--- src/rtl/fifo_4x8_pkg.sv ---
`default_nettype none
// ============================================================================
//  Module      : fifo_4x8_pkg
//  Description : Shared constants and types for the 8-entry, 4-bit FIFO.
//                DATA_W : data word width (4)
//                DEPTH  : number of storage entries (8, power of two)
//                PTR_W  : read/write pointer width (log2(DEPTH) = 3)
//                CNT_W  : occupancy counter width (must hold 0..DEPTH)
//  Revision    : 1.0  initial release
// ============================================================================
package fifo_4x8_pkg;

  localparam int DATA_W = 4;
  localparam int DEPTH  = 8;
  localparam int PTR_W  = $clog2(DEPTH);
  // One extra bit so the counter can represent DEPTH itself (the full state).
  localparam int CNT_W  = PTR_W + 1;

  typedef logic [DATA_W-1:0] data_t;
  typedef logic [PTR_W-1:0]  ptr_t;
  typedef logic [CNT_W-1:0]  cnt_t;

  localparam cnt_t C_CNT_FULL  = cnt_t'(DEPTH);
  localparam cnt_t C_CNT_EMPTY = '0;

  // Pointer advance. DEPTH is a power of two, so the natural wrap of the
  // PTR_W-bit addition gives modulo-DEPTH behaviour (7 -> 0).
  function automatic ptr_t ptr_next(input ptr_t p);
    return p + 1'b1;
  endfunction

endpackage : fifo_4x8_pkg
`default_nettype wire

--- src/rtl/fifo_4x8_mem.sv ---
`default_nettype none
// ============================================================================
//  Module      : fifo_4x8_mem
//  Description : DEPTH x DATA_W register array backing the FIFO.
//                Synchronous write port, asynchronous (combinational) read.
//                Contents are not reset; the owning FIFO never reads an
//                entry it has not written since its own reset.
//  Ports       : clk      - rising-edge clock
//                we_i     - write enable
//                waddr_i  - write address
//                wdata_i  - write data
//                raddr_i  - read address
//                rdata_o  - read data (combinational from raddr_i)
//  Revision    : 1.0  initial release
// ============================================================================
module fifo_4x8_mem
  import fifo_4x8_pkg::*;
(
  input  logic  clk,
  input  logic  we_i,
  input  ptr_t  waddr_i,
  input  data_t wdata_i,
  input  ptr_t  raddr_i,
  output data_t rdata_o
);

  data_t mem_q [DEPTH];

  // One register per entry, each with its own decoded write strobe.
  for (genvar gi = 0; gi < DEPTH; gi++) begin : g_entry
    logic w_sel;
    assign w_sel = we_i && (waddr_i == ptr_t'(gi));

    always_ff @(posedge clk) begin
      if (w_sel) begin
        mem_q[gi] <= wdata_i;
      end
    end
  end : g_entry

  assign rdata_o = mem_q[raddr_i];

endmodule : fifo_4x8_mem
`default_nettype wire

--- src/rtl/fifo_4x8.sv ---
`default_nettype none
// ============================================================================
//  Module      : fifo_4x8
//  Description : Synchronous single-clock FIFO, 4-bit data, 8 entries.
//                Level-sensitive write/read enables, one operation of each
//                per clock. Registered read data with one-cycle latency, no
//                fall-through. full/empty decode directly from the
//                registered occupancy count, so they have no combinational
//                path from the enables.
//  Ports       : clk      - rising-edge clock
//                reset    - asynchronous active-low reset
//                wData    - write data
//                wEnable  - write request (level)
//                rEnable  - read request (level)
//                rData    - registered read data (holds when no read)
//                full     - FIFO holds DEPTH words
//                empty    - FIFO holds zero words
//  Option      : FIFO_ERR_FLAGS_EN adds sticky outputs
//                overflow  - set by any ignored write (write while full,
//                            no simultaneous read)
//                underflow - set by any ignored read (read while empty)
//                Both cleared only by reset.
//  Revision    : 1.0  initial release
// ============================================================================
module fifo_4x8
  import fifo_4x8_pkg::*;
(
  input  logic  clk,
  input  logic  reset,
  input  data_t wData,
  input  logic  wEnable,
  input  logic  rEnable,
  output data_t rData,
  output logic  full,
  output logic  empty
`ifdef FIFO_ERR_FLAGS_EN
  ,
  output logic  overflow,
  output logic  underflow
`endif
);

  // --------------------------------------------------------------------------
  // State
  // --------------------------------------------------------------------------
  ptr_t  wr_ptr_q, wr_ptr_d;
  ptr_t  rd_ptr_q, rd_ptr_d;
  cnt_t  count_q,  count_d;
  data_t rdata_q,  rdata_d;

  logic  w_wr_acc;
  logic  w_rd_acc;
  logic  w_full;
  logic  w_empty;
  data_t w_mem_rdata;

  assign w_full  = (count_q == C_CNT_FULL);
  assign w_empty = (count_q == C_CNT_EMPTY);

  // A read frees a slot in the same edge, so a write while full is still
  // accepted when paired with a read. The read side never depends on the
  // write side, which keeps the decision loop-free and forbids fall-through.
  assign w_rd_acc = rEnable && !w_empty;
  assign w_wr_acc = wEnable && (!w_full || w_rd_acc);

  // --------------------------------------------------------------------------
  // Storage
  // --------------------------------------------------------------------------
  fifo_4x8_mem u_mem (
    .clk     (clk),
    .we_i    (w_wr_acc),
    .waddr_i (wr_ptr_q),
    .wdata_i (wData),
    .raddr_i (rd_ptr_q),
    .rdata_o (w_mem_rdata)
  );

  // --------------------------------------------------------------------------
  // Next-state logic
  // --------------------------------------------------------------------------
  always_comb begin
    wr_ptr_d = wr_ptr_q;
    rd_ptr_d = rd_ptr_q;
    count_d  = count_q;
    rdata_d  = rdata_q;

    if (w_wr_acc) begin
      wr_ptr_d = ptr_next(wr_ptr_q);
    end

    if (w_rd_acc) begin
      rd_ptr_d = ptr_next(rd_ptr_q);
      rdata_d  = w_mem_rdata;
    end

    // Simultaneous accept (or neither) leaves occupancy unchanged.
    case ({w_wr_acc, w_rd_acc})
      2'b10:   count_d = count_q + 1'b1;
      2'b01:   count_d = count_q - 1'b1;
      default: count_d = count_q;
    endcase
  end

  always_ff @(posedge clk or negedge reset) begin
    if (!reset) begin
      wr_ptr_q <= '0;
      rd_ptr_q <= '0;
      count_q  <= '0;
      rdata_q  <= '0;
    end else begin
      wr_ptr_q <= wr_ptr_d;
      rd_ptr_q <= rd_ptr_d;
      count_q  <= count_d;
      rdata_q  <= rdata_d;
    end
  end

  assign rData = rdata_q;
  assign full  = w_full;
  assign empty = w_empty;

  // --------------------------------------------------------------------------
  // Optional sticky error flags
  // --------------------------------------------------------------------------
`ifdef FIFO_ERR_FLAGS_EN
  logic ovf_q, ovf_d;
  logic unf_q, unf_d;

  always_comb begin
    ovf_d = ovf_q;
    unf_d = unf_q;
    if (wEnable && !w_wr_acc) begin
      ovf_d = 1'b1;
    end
    if (rEnable && !w_rd_acc) begin
      unf_d = 1'b1;
    end
  end

  always_ff @(posedge clk or negedge reset) begin
    if (!reset) begin
      ovf_q <= 1'b0;
      unf_q <= 1'b0;
    end else begin
      ovf_q <= ovf_d;
      unf_q <= unf_d;
    end
  end

  assign overflow  = ovf_q;
  assign underflow = unf_q;
`endif

endmodule : fifo_4x8
`default_nettype wire

--- config.mk ---
export PLATFORM = sky130hd
export DESIGN_NAME = fifo_4x8
export DESIGN_NICKNAME = d
export VERILOG_FILES = /design/src/rtl/fifo_4x8_pkg.sv /design/src/rtl/fifo_4x8_mem.sv /design/src/rtl/fifo_4x8.sv
export SDC_FILE = /design/constraint.sdc
export NUM_CORES = 1
export LEC_CHECK = 0
export CAP_MARGIN = 30
export CORE_AREA = 2 2 54 107
export DETAILED_ROUTE_END_ITERATION = 10
export DIE_AREA = 0 0 56 109
export HOLD_SLACK_MARGIN = 0.1
export PLACE_DENSITY = 0.59
export SYNTH_ARGS = -nofsm -noshare
export SYNTH_HDL_FRONTEND = slang
export SYNTH_SLANG_ARGS = --single-unit
--- constraint.sdc ---
create_clock -name clk -period 2.35 [get_ports clk]
set_input_delay 0.47 -clock clk [delete_from_list [all_inputs] [get_ports clk]]
set_output_delay 0.47 -clock clk [all_outputs]
set_load 0.02 [all_outputs]
==> impl_results.md, run 1 <==
- Critical path fanouts, max: 5
- Synthesized area per cell: 15.9 µm²
- Ys flop type: edfxtp_1
- Grt ovf: 0
- Async set-or-reset flop fraction in the synthesized netlist: 30.4%
- P&R area growth vs syn: 15.2%
- WP data arrival: 1710 ps
- CP endpoint kind: output pin
- Final hold vios: 0
- Power Dens Cells: 1130 nW/µm²
- Largest net degree at the start of global routing: 19
- Crit start category: register
- Tightest Pin Transition: 675 ps
- Via count: 1079
- Count of flip-flops with a built-in enable after synthesis: 32
- First-pass GRT wire length: 5.57 mm
- WS Path Type: reg -> out
- Clk Latency, worst-skew pair: 300 ps
- Worst-path clk slew: 90 ps
- Post-DRT Antenna Nets: 0
- Tot Pwr: 2.71 mW
- Post-synthesis sequential element count: 46
- Max-slew violation count: 0
- Relative max-transition margin: 54.9%
- Gpl congestion: 0.757
- Number of fill cells in the layout: 496
- Non-Filler Instances: 215
- Ys Warns: 0
- P_leak: 0.982 nW
- Wire per inst: 15.2 µm
- Die Ht: 109 µm
- Initial DRC count: 18
- Fin nets: 172
- Post-CTS Setup Bufs: 0
- Hold WC Path Type: reg -> reg
- Via count of the first global-routing pass: 1143
- Die area: 6100 µm²
- Fin util: 45.0%
- VDD IR max: 659 µV
- Gr usage total: 12.0%
- Core region area: 5330 µm²
- Final WL: 3.28 mm
- Final period utilization: 92.9%
- Cells on Worst Hold Path: 2
- FMAX: 458 MHz
- Placed inst area: 2300 µm²
- Via/cell ratio: 5.02
- Initial antenna violation count: 0
- Drt pass-1 iters: 2
- Die X-Extent: 56 µm
- CTS tree: done
- Sequential share of the synthesized area: 63.0%
- Cells after DPL: 207
- Status: finished, final reports clean
- Design area: 2400 µm²
- Setup slack at placement: -87.0 ps
- Final setup violation count: 0
- CTS root buf: clkbuf_8
- RSZ-0062 raised after global routing: no
- Tmin final: 2180 ps
- DRC violations left: 0
- Syn Nets: 149
- IO Count: 14
- Critical Path RT: 1880 ps
- Detail Placement HPWL: 2.37 mm
- # rows: 38
- Max-Cap Viols: 0
- Initial core utilization: 39.1%
- PortBufs: 13
- CTS Buf Count: 5
- Worst setup margin: 166 ps
- Post-Syn Area: 2080 µm²
- Ratio of cells with drive above 1 in the final layout: 21.9%
- Num Clock Sinks: 46
- Gate Count Post-Synth: 131
- H-tree Lvls: 2
- Distinct cells, synth: 27
- R2R cell count: 8
- Deepest clock path buffer count: 2
- Number of diodes: 0
- Clk_skew: 4.11 ps
## layout by cell type (no fill, tap or decap), drive strengths merged
cell,count
a311oi,1
inv,9
or3,1
or4b,1
buf,7
clkinv,1
edfxtp,32
mux2,2
a21oi,1
mux2i,19
o41ai,1
xor2,3
xnor2,4
and3,6
mux4,4
clkinvlp,1
o211ai,1
fa,1
nor2,4
clkbuf,5
or2,1
and2,2
dfrtp,14
nand2,5
dlygate4sd2,2
o21a,1
a21o,1
ha,9
clkdlybuf4s50,11
o21ai,5
## per-layer routing
| layer | part of all wire, % | vias to the layer above | GRT usage (%) |
|---|---|---|---|
| li1 | - | 528 | - |
| met1 | 43 | 528 | 14.0 |
| met2 | 52 | 17 | 21.2 |
| met3 | 2.9 | 6 | 2.61 |
| met4 | 1.9 | 0 | 4.59 |
| met5 | 0 | - | 0 |
## final timing paths
kind,start,to,slack (ps)
max,count_q[1]$_DFFE_PN0P_,full,170
min,rData[1]$_DFFE_PN0N_,rData[1]$_DFFE_PN0N_,490
max reg2reg,count_q[1]$_DFFE_PN0P_,count_q[3]$_DFFE_PN0P_,240
min reg2reg,rData[1]$_DFFE_PN0N_,rData[1]$_DFFE_PN0N_,490
max in group asynchronous,reset,rData[0]$_DFFE_PN0N_,1340
min in group asynchronous,reset,rData[1]$_DFFE_PN0N_,570
## report_power, final
part	total, mW	internal, mW	switching [mW]
combinational	0.977	0.512	0.465
clock	0.489	0.215	0.275
sequential	1.24	1.08	0.163
total	2.71	1.81	0.902
## Yosys cell counts, types with 2 or more instances
library cell / instances / area share, %
and2_2: 2 / 0.72
and3_2: 6 / 2.2
buf_6: 2 / 1.1
dfrtp_1: 14 / 17
edfxtp_1: 32 / 46
ha_1: 9 / 5.4
inv_1: 8 / 1.4
mux2_2: 2 / 1.1
mux2i_1: 19 / 9.1
mux4_2: 4 / 4.3
nand2_1: 5 / 0.90
nor2_1: 4 / 0.72
o21ai_0: 5 / 1.2
xnor2_1: 4 / 1.7
xor2_1: 3 / 1.3
## worst max-delay path, stage by stage, from the launching register on
cell and delay, ps:
dfrtp_1 450, or4b_4 570, inv_1 70, dlygate4sd2_1 320
## kinds of logic (layout without fill, tap and decap cells)
group           Yosys count  in the layout  synth area share (%)
mux                      25             25                  14.6
xor+xnor                  7              7                  2.95
flops                    46             46                  63.0
fa+ha+maj                10             10                  6.37
buf+inv                  12             36                  3.07
simple gates             20             20                  6.01
compound gates           11             11                  4.03
## flip-flops by register name, indices dropped and copies added, names as in the netlist
signal,cells
count_q,4
rData,4
rd_ptr_q,3
u_mem.mem_q,32
wr_ptr_q,3
## through the flow
| stage | setup TNS [ps] | hold slack (ps) |
|---|---|---|
| global route | 0 | 523 |
| detailed placement | -107 | 482 |
| finish | 0 | 494 |
| floorplan | 0 | 174 |
| CTS | 0 | 504 |
| global placement | -53.1 | 465 |
## repair_timing
item,CTS,global route
gates resized for setup,2,0
endpoints found under the hold margin,0,0
hold buffers,0,0
endpoints found under the setup margin,2,0
## cell type report
type                    instances  area, µm²  share of cell area, %
well taps                      60       75.1                   3.13
clock inverters                 3       25.0                   1.04
repair buffers                 20        180                   7.52
inverters                       8       30.0                   1.25
clock buffers                   5       68.8                   2.87
multi-input cells              73        706                   29.5
flip-flops and latches         46       1310                   54.7
No activity file was read; power rests on OpenSTA's default activity.
==> run 2, diff against run 1 <==
- CTS_BUF_LIST: not set -> sky130_fd_sc_hd__clkbuf_8 sky130_fd_sc_hd__clkbuf_16
- PLACE_DENSITY: 0.59 -> not set
==> run 2 against run 1 <==
- clock power is 1% higher
- wire length is 0.34% higher
- clock-buffer cell count stayed put
- largest power group unchanged
- clock skew is 2.4 ps higher
- combinational power is 0.5% lower
- setup slack worse by 13 ps
- critical path depth is 6 higher
- sequential cell count stayed put
- global-route usage is 0.097 points higher
==> impl_results.md, run 2 (synthesized netlist as in run 1, its figures left out) <==
- Clk_skew: 6.51 ps
- Fin nets: 172
- Grt ovf: 0
- Initial DRC count: 21
- Post-CTS Setup Bufs: 0
- Via count: 1066
- Post-DRT Antenna Nets: 0
- CTS Buf Count: 5
- PortBufs: 13
- Tot Pwr: 2.71 mW
- Hold WC Path Type: reg -> reg
- Final WL: 3.29 mm
- CTS tree: done
- CP endpoint kind: register
- Critical Path RT: 2570 ps
- P&R area growth vs syn: 15.2%
- Relative max-transition margin: 55.1%
- DRC violations left: 0
- R2R cell count: 8
- Tightest Pin Transition: 671 ps
- Final hold vios: 0
- Worst r2r src: count_q[1]$_DFFE_PN0P_
- Status: finished, final reports clean
- Core region area: 5330 µm²
- Setup slack at placement: -130 ps
- Power Dens Cells: 1130 nW/µm²
- Most frequent cells in the layout: edfxtp_1, mux2i_1, dfrtp_1
- Detail Placement HPWL: 2.38 mm
- IO Count: 14
- Max reg flops: 32
- Die area: 6100 µm²
- Worst setup margin: 153 ps
- Crit start category: primary input
- Number of diodes: 0
- Clk Latency, worst-skew pair: 290 ps
- HP Start: rData[2]$_DFFE_PN0N_
- Final period utilization: 93.5%
- First-pass GRT wire length: 5.60 mm
- Wire per inst: 15.3 µm
- Ratio of cells with drive above 1 in the final layout: 21.9%
- P_leak: 0.982 nW
- Gpl congestion: 0.749
- Most flops, register: u_mem.mem_q
- Via count of the first global-routing pass: 1106
- Deepest clock path buffer count: 2
- Tmin final: 2200 ps
- Max-Cap Viols: 0
- Final setup violation count: 0
- WS Path Type: in -> reg
- Number of fill cells in the layout: 500
- Worst-path clk slew: 90 ps
- Critical path fanouts, max: 2
- RSZ-0062 raised after global routing: no
- Cells on Worst Hold Path: 2
- Gr usage total: 12.1%
- H-tree Lvls: 2
- CTS root buf: clkbuf_8
- Largest net degree at the start of global routing: 19
- Hold path endpoint: rData[2]$_DFFE_PN0N_
- Die Ht: 109 µm
- Initial core utilization: 39.1%
- VDD IR max: 781 µV
- Initial antenna violation count: 0
- Num Clock Sinks: 46
- Via/cell ratio: 4.96
- # rows: 38
- Reg2Reg Capture Point: count_q[3]$_DFFE_PN0P_
- Drt pass-1 iters: 4
- Most common cell after layout, fill and taps aside: edfxtp_1
- WP data arrival: 2420 ps
- Hold_ws: 489 ps
- Setup_tns: 0 ps
- FMAX: 455 MHz
- Die X-Extent: 56 µm
- Max-slew violation count: 0
- Reg-to-reg slack, setup: 190 ps
[run 2: critical path: stages]
cell	delay, ps
clkdlybuf4s50_1	520
o41ai_2	90
or2_2	290
inv_1	80
ha_1	220
a21o_1	180
a21oi_1	160
mux2i_1	230
xor2_1	170
[run 2: final cells by class]
| cell class | instances | area [µm²] | area share (%) |
|---|---|---|---|
| clock buffer | 5 | 68.8 | 2.87 |
| clock inverter | 3 | 25.0 | 1.04 |
| tap | 60 | 75.1 | 3.13 |
| multi-input combinational | 73 | 706 | 29.5 |
| inverter | 8 | 30.0 | 1.25 |
| timing repair buffer | 20 | 180 | 7.52 |
| sequential | 46 | 1310 | 54.7 |
[run 2: what timing repair did]
| item | CTS | global route |
|---|---|---|
| resized for setup | 2 | 0 |
| endpoints found under the setup margin | 2 | 0 |
| hold buffers | 0 | 0 |
[run 2: metal layers]
| layer | vias to the layer above | global-route usage, % | routed length [µm] |
|---|---|---|---|
| li1 | 524 | - | - |
| met1 | 517 | 14.6 | 1410 |
| met2 | 19 | 20.7 | 1730 |
| met3 | 6 | 2.85 | 96 |
| met4 | 0 | 4.59 | 53 |
| met5 | - | 0 | 0 |
[run 2: power by group]
part / total, mW / internal [mW] / switching, mW
clock: 0.496 / 0.215 / 0.281
sequential: 1.24 / 1.08 / 0.161
combinational: 0.972 / 0.510 / 0.462
total: 2.71 / 1.80 / 0.904
[run 2: worst max-delay path by stage]
stage                            from                      to  slack (ps)  cells past startpoint
2_1_floorplan  count_q[1]$_DFFE_PN0P_  count_q[3]$_DFFE_PN0P_         240                      8
3_3_place_gp                  rEnable  count_q[3]$_DFFE_PN0P_         -60                      9
3_5_place_dp                  rEnable  count_q[3]$_DFFE_PN0P_        -130                      9
4_1_cts        count_q[1]$_DFFE_PN0P_                    full         150                      3
5_1_grt        count_q[1]$_DFFE_PN0P_  count_q[3]$_DFFE_PN0P_          70                      8
6_report                      rEnable  count_q[3]$_DFFE_PN0P_         150                      9
[run 2: stage by stage]
step	util (%)	cell area (µm²)	cells
3_5_place_dp	43.3	2300	207
2_1_floorplan	-	2080	131
3_3_place_gp	43.3	2300	207
6_report	45.0	2400	215
4_1_cts	45.0	2400	215
5_1_grt	45.0	2400	215
==> run 3, diff against run 2 <==
- SYNTH_HIERARCHICAL: not set -> 1
==> run 3 against run 2 <==
- non-clock buffer count increased by 14
- total power increased by 5.4%
- clock power decreased by 9.3%
- die area unchanged
- wire length increased by 7.9%
- sequential power about the same
- global-route usage increased by 1.1 points
- clock-buffer cell count unchanged
- via count increased by 7.6%
- area after synthesis decreased by 0.36%
- synthesized cell count unchanged
- largest power group unchanged
- highest routed layer unchanged
==> impl_results.md, run 3 <==
- Worst setup margin: 20.3 ps
- Relative max-transition margin: 58.3%
- Synthesized area per cell: 15.8 µm²
- Count of flip-flops with a built-in enable after synthesis: 32
- Synth Area in Compound Gates: 4.53%
- P_leak: 0.998 nW
- Deepest clock path buffer count: 2
- Number of diodes: 0
- Post-Syn Area: 2070 µm²
- Sequential share of the synthesized area: 63.2%
- Die X-Extent: 56 µm
- Distinct cells, synth: 29
- Ys flop type: edfxtp_1
- Top cells by area, synth: edfxtp_1, dfrtp_1, mux4_1
- Wire per inst: 15.5 µm
- Setup slack at placement: -162 ps
- H-tree Lvls: 2
- Initial DRC count: 20
- Syn Nets: 145
- Most common cell after layout, fill and taps aside: edfxtp_1
- First-pass GRT wire length: 6.06 mm
- WP data arrival: 2500 ps
- Power Dens Cells: 1120 nW/µm²
- Final period utilization: 99.1%
- Final setup violation count: 0
- Status: finished, final reports clean
- VDD IR max: 735 µV
- Hold WC Path Type: reg -> reg
- Grt ovf: 0
- Max reg flops: 32
- CP Cell Sequence: or4b_4 > o21ai_4 > ha_4 > ha_4 > or4b_4 > o311ai_4 > o211ai_1
- Gate Count Post-Synth: 131
- Most frequent cells in the layout: edfxtp_1, buf_4, nand2_1
- Critical Path RT: 2520 ps
- Die Ht: 109 µm
- Slowest-stage cell, CP: or4b_4
- Detail Placement HPWL: 2.53 mm
- Worst-path clk slew: 80 ps
- Commonest cells post-synth: edfxtp_1, nand2_1, dfrtp_1
- Via/cell ratio: 5.01
- Max-slew violation count: 0
- PortBufs: 13
- Max-Cap Viols: 0
- Final WL: 3.55 mm
- Largest family of logic cells by synthesized area: multiplexers
- Via count of the first global-routing pass: 1219
- P&R area growth vs syn: 22.5%
- Count leader, synth: edfxtp_1
- Critical path fanouts, max: 3
- Gpl congestion: 0.810
- Num Clock Sinks: 46
- Tmin final: 2330 ps
- Post-Synth Simple-Gate Area: 8.93%
- CP Buf/Inv Count: 0
- Largest delay contributor family on the critical path: simple AND/OR/NAND/NOR gates
- Crit start category: register
- Gr usage total: 13.2%
- Synth top area share: 46.3%
- Post-DRT Antenna Nets: 0
- Clk Latency, worst-skew pair: 290 ps
- Post-synthesis sequential element count: 46
- CP endpoint kind: register
- DRC violations left: 0
- RSZ-0062 raised after global routing: yes
- Number of fill cells in the layout: 483
- FMAX: 429 MHz
- Core region area: 5330 µm²
- CTS root buf: clkbuf_8
- Placed inst area: 2430 µm²
- Ys Warns: 6
- Final hold vios: 0
- WS Path Type: reg -> reg
- Post-Synth XOR/XNOR Area: 2.53%
- Slowest stage delay, CP: 570 ps
- # rows: 38
- IO Count: 14
- Post-Synth Adder-Cell Area: 3.98%
- Initial antenna violation count: 0
- CTS Buf Count: 5
- Drt pass-1 iters: 4
- Die area: 6100 µm²
- Area of the multi-input gates: 752 µm²
- Cell taking the most area after synthesis: edfxtp_1
- Design area: 2540 µm²
- Register area: 1310 µm²
- Post-synthesis mux area share: 14.1%
- Tightest Pin Transition: 624 ps
- Tot Pwr: 2.86 mW
- Setup_tns: 0 ps
- Most flops, register: u_mem/mem_q
- Initial core utilization: 38.9%
- Fin nets: 182
- Async set-or-reset flop fraction in the synthesized netlist: 30.4%
- CTS tree: done
- Largest net degree at the start of global routing: 15
- Via count: 1147
- Ratio of cells with drive above 1 in the final layout: 24.9%
- Clk_skew: 3.28 ps
-- run 3: timing repair --
action                     CTS  global route
hold buffers                 0             0
setup endpoints to repair    2             2
buffers inserted             0             0
resized for setup            2             3
pin swaps                    4             7
-- run 3: power breakdown --
part	leakage, nW	internal, mW	total, mW	switching [mW]
clock network	0.0416	0.204	0.450	0.247
registers	0.458	1.08	1.26	0.183
logic	0.498	0.629	1.14	0.514
-- run 3: final cells by class --
type	instances	share of cell area, %
repair buffers	34	11.4
well taps	60	2.96
flip-flops and latches	46	51.7
inverters	7	1.03
multi-input cells	74	29.6
clock inverters	3	0.641
clock buffers	5	2.71
-- run 3: logic make-up after synthesis --
family / after synthesis
flip-flops: 46
AND/OR/NAND/NOR: 38
multiplexers: 15
buffers and inverters: 11
AO/OA/AOI/OAI: 9
XOR/XNOR: 6
adder cells (fa/ha/maj): 6
-- run 3: routing by layer --
metal | vias up | GRT usage (%) | routed length, µm
met5 | - | 0 | 0
met4 | 0 | 4.08 | 20
met3 | 2 | 3.20 | 119
met2 | 25 | 22.7 | 1830
met1 | 553 | 16.2 | 1580
li1 | 567 | - | -
-- run 3: per-stage QoR --
stage	cells	util [%]	hold slack [ps]
CTS	229	47.4	485
global route	229	47.7	495
detailed placement	221	45.7	466
global placement	221	45.7	459
floorplan	131	-	174
finish	229	47.7	481
-- run 3: tightest hold or removal path, stage by stage (launching register included) --
cell	delay [ps]
dfrtp_1	350
nand2_1	50
nand2_1	50
-- run 3: final timing paths --
| kind | slack (ps) | startpoint | end | cells past startpoint |
|---|---|---|---|---|
| setup / recovery | 20 | count_q[0]$_DFFE_PN0P_ | count_q[3]$_DFFE_PN0P_ | 7 |
| hold / removal | 480 | rData[2]$_DFFE_PN0P_ | rData[2]$_DFFE_PN0P_ | 2 |
| setup reg to reg | 20 | count_q[0]$_DFFE_PN0P_ | count_q[3]$_DFFE_PN0P_ | 7 |
| hold reg to reg | 480 | rData[2]$_DFFE_PN0P_ | rData[2]$_DFFE_PN0P_ | 2 |
| max in group asynchronous | 1380 | reset | wr_ptr_q[1]$_DFFE_PN0P_ | 1 |
| min in group asynchronous | 560 | reset | rd_ptr_q[2]$_DFFE_PN0P_ | 1 |
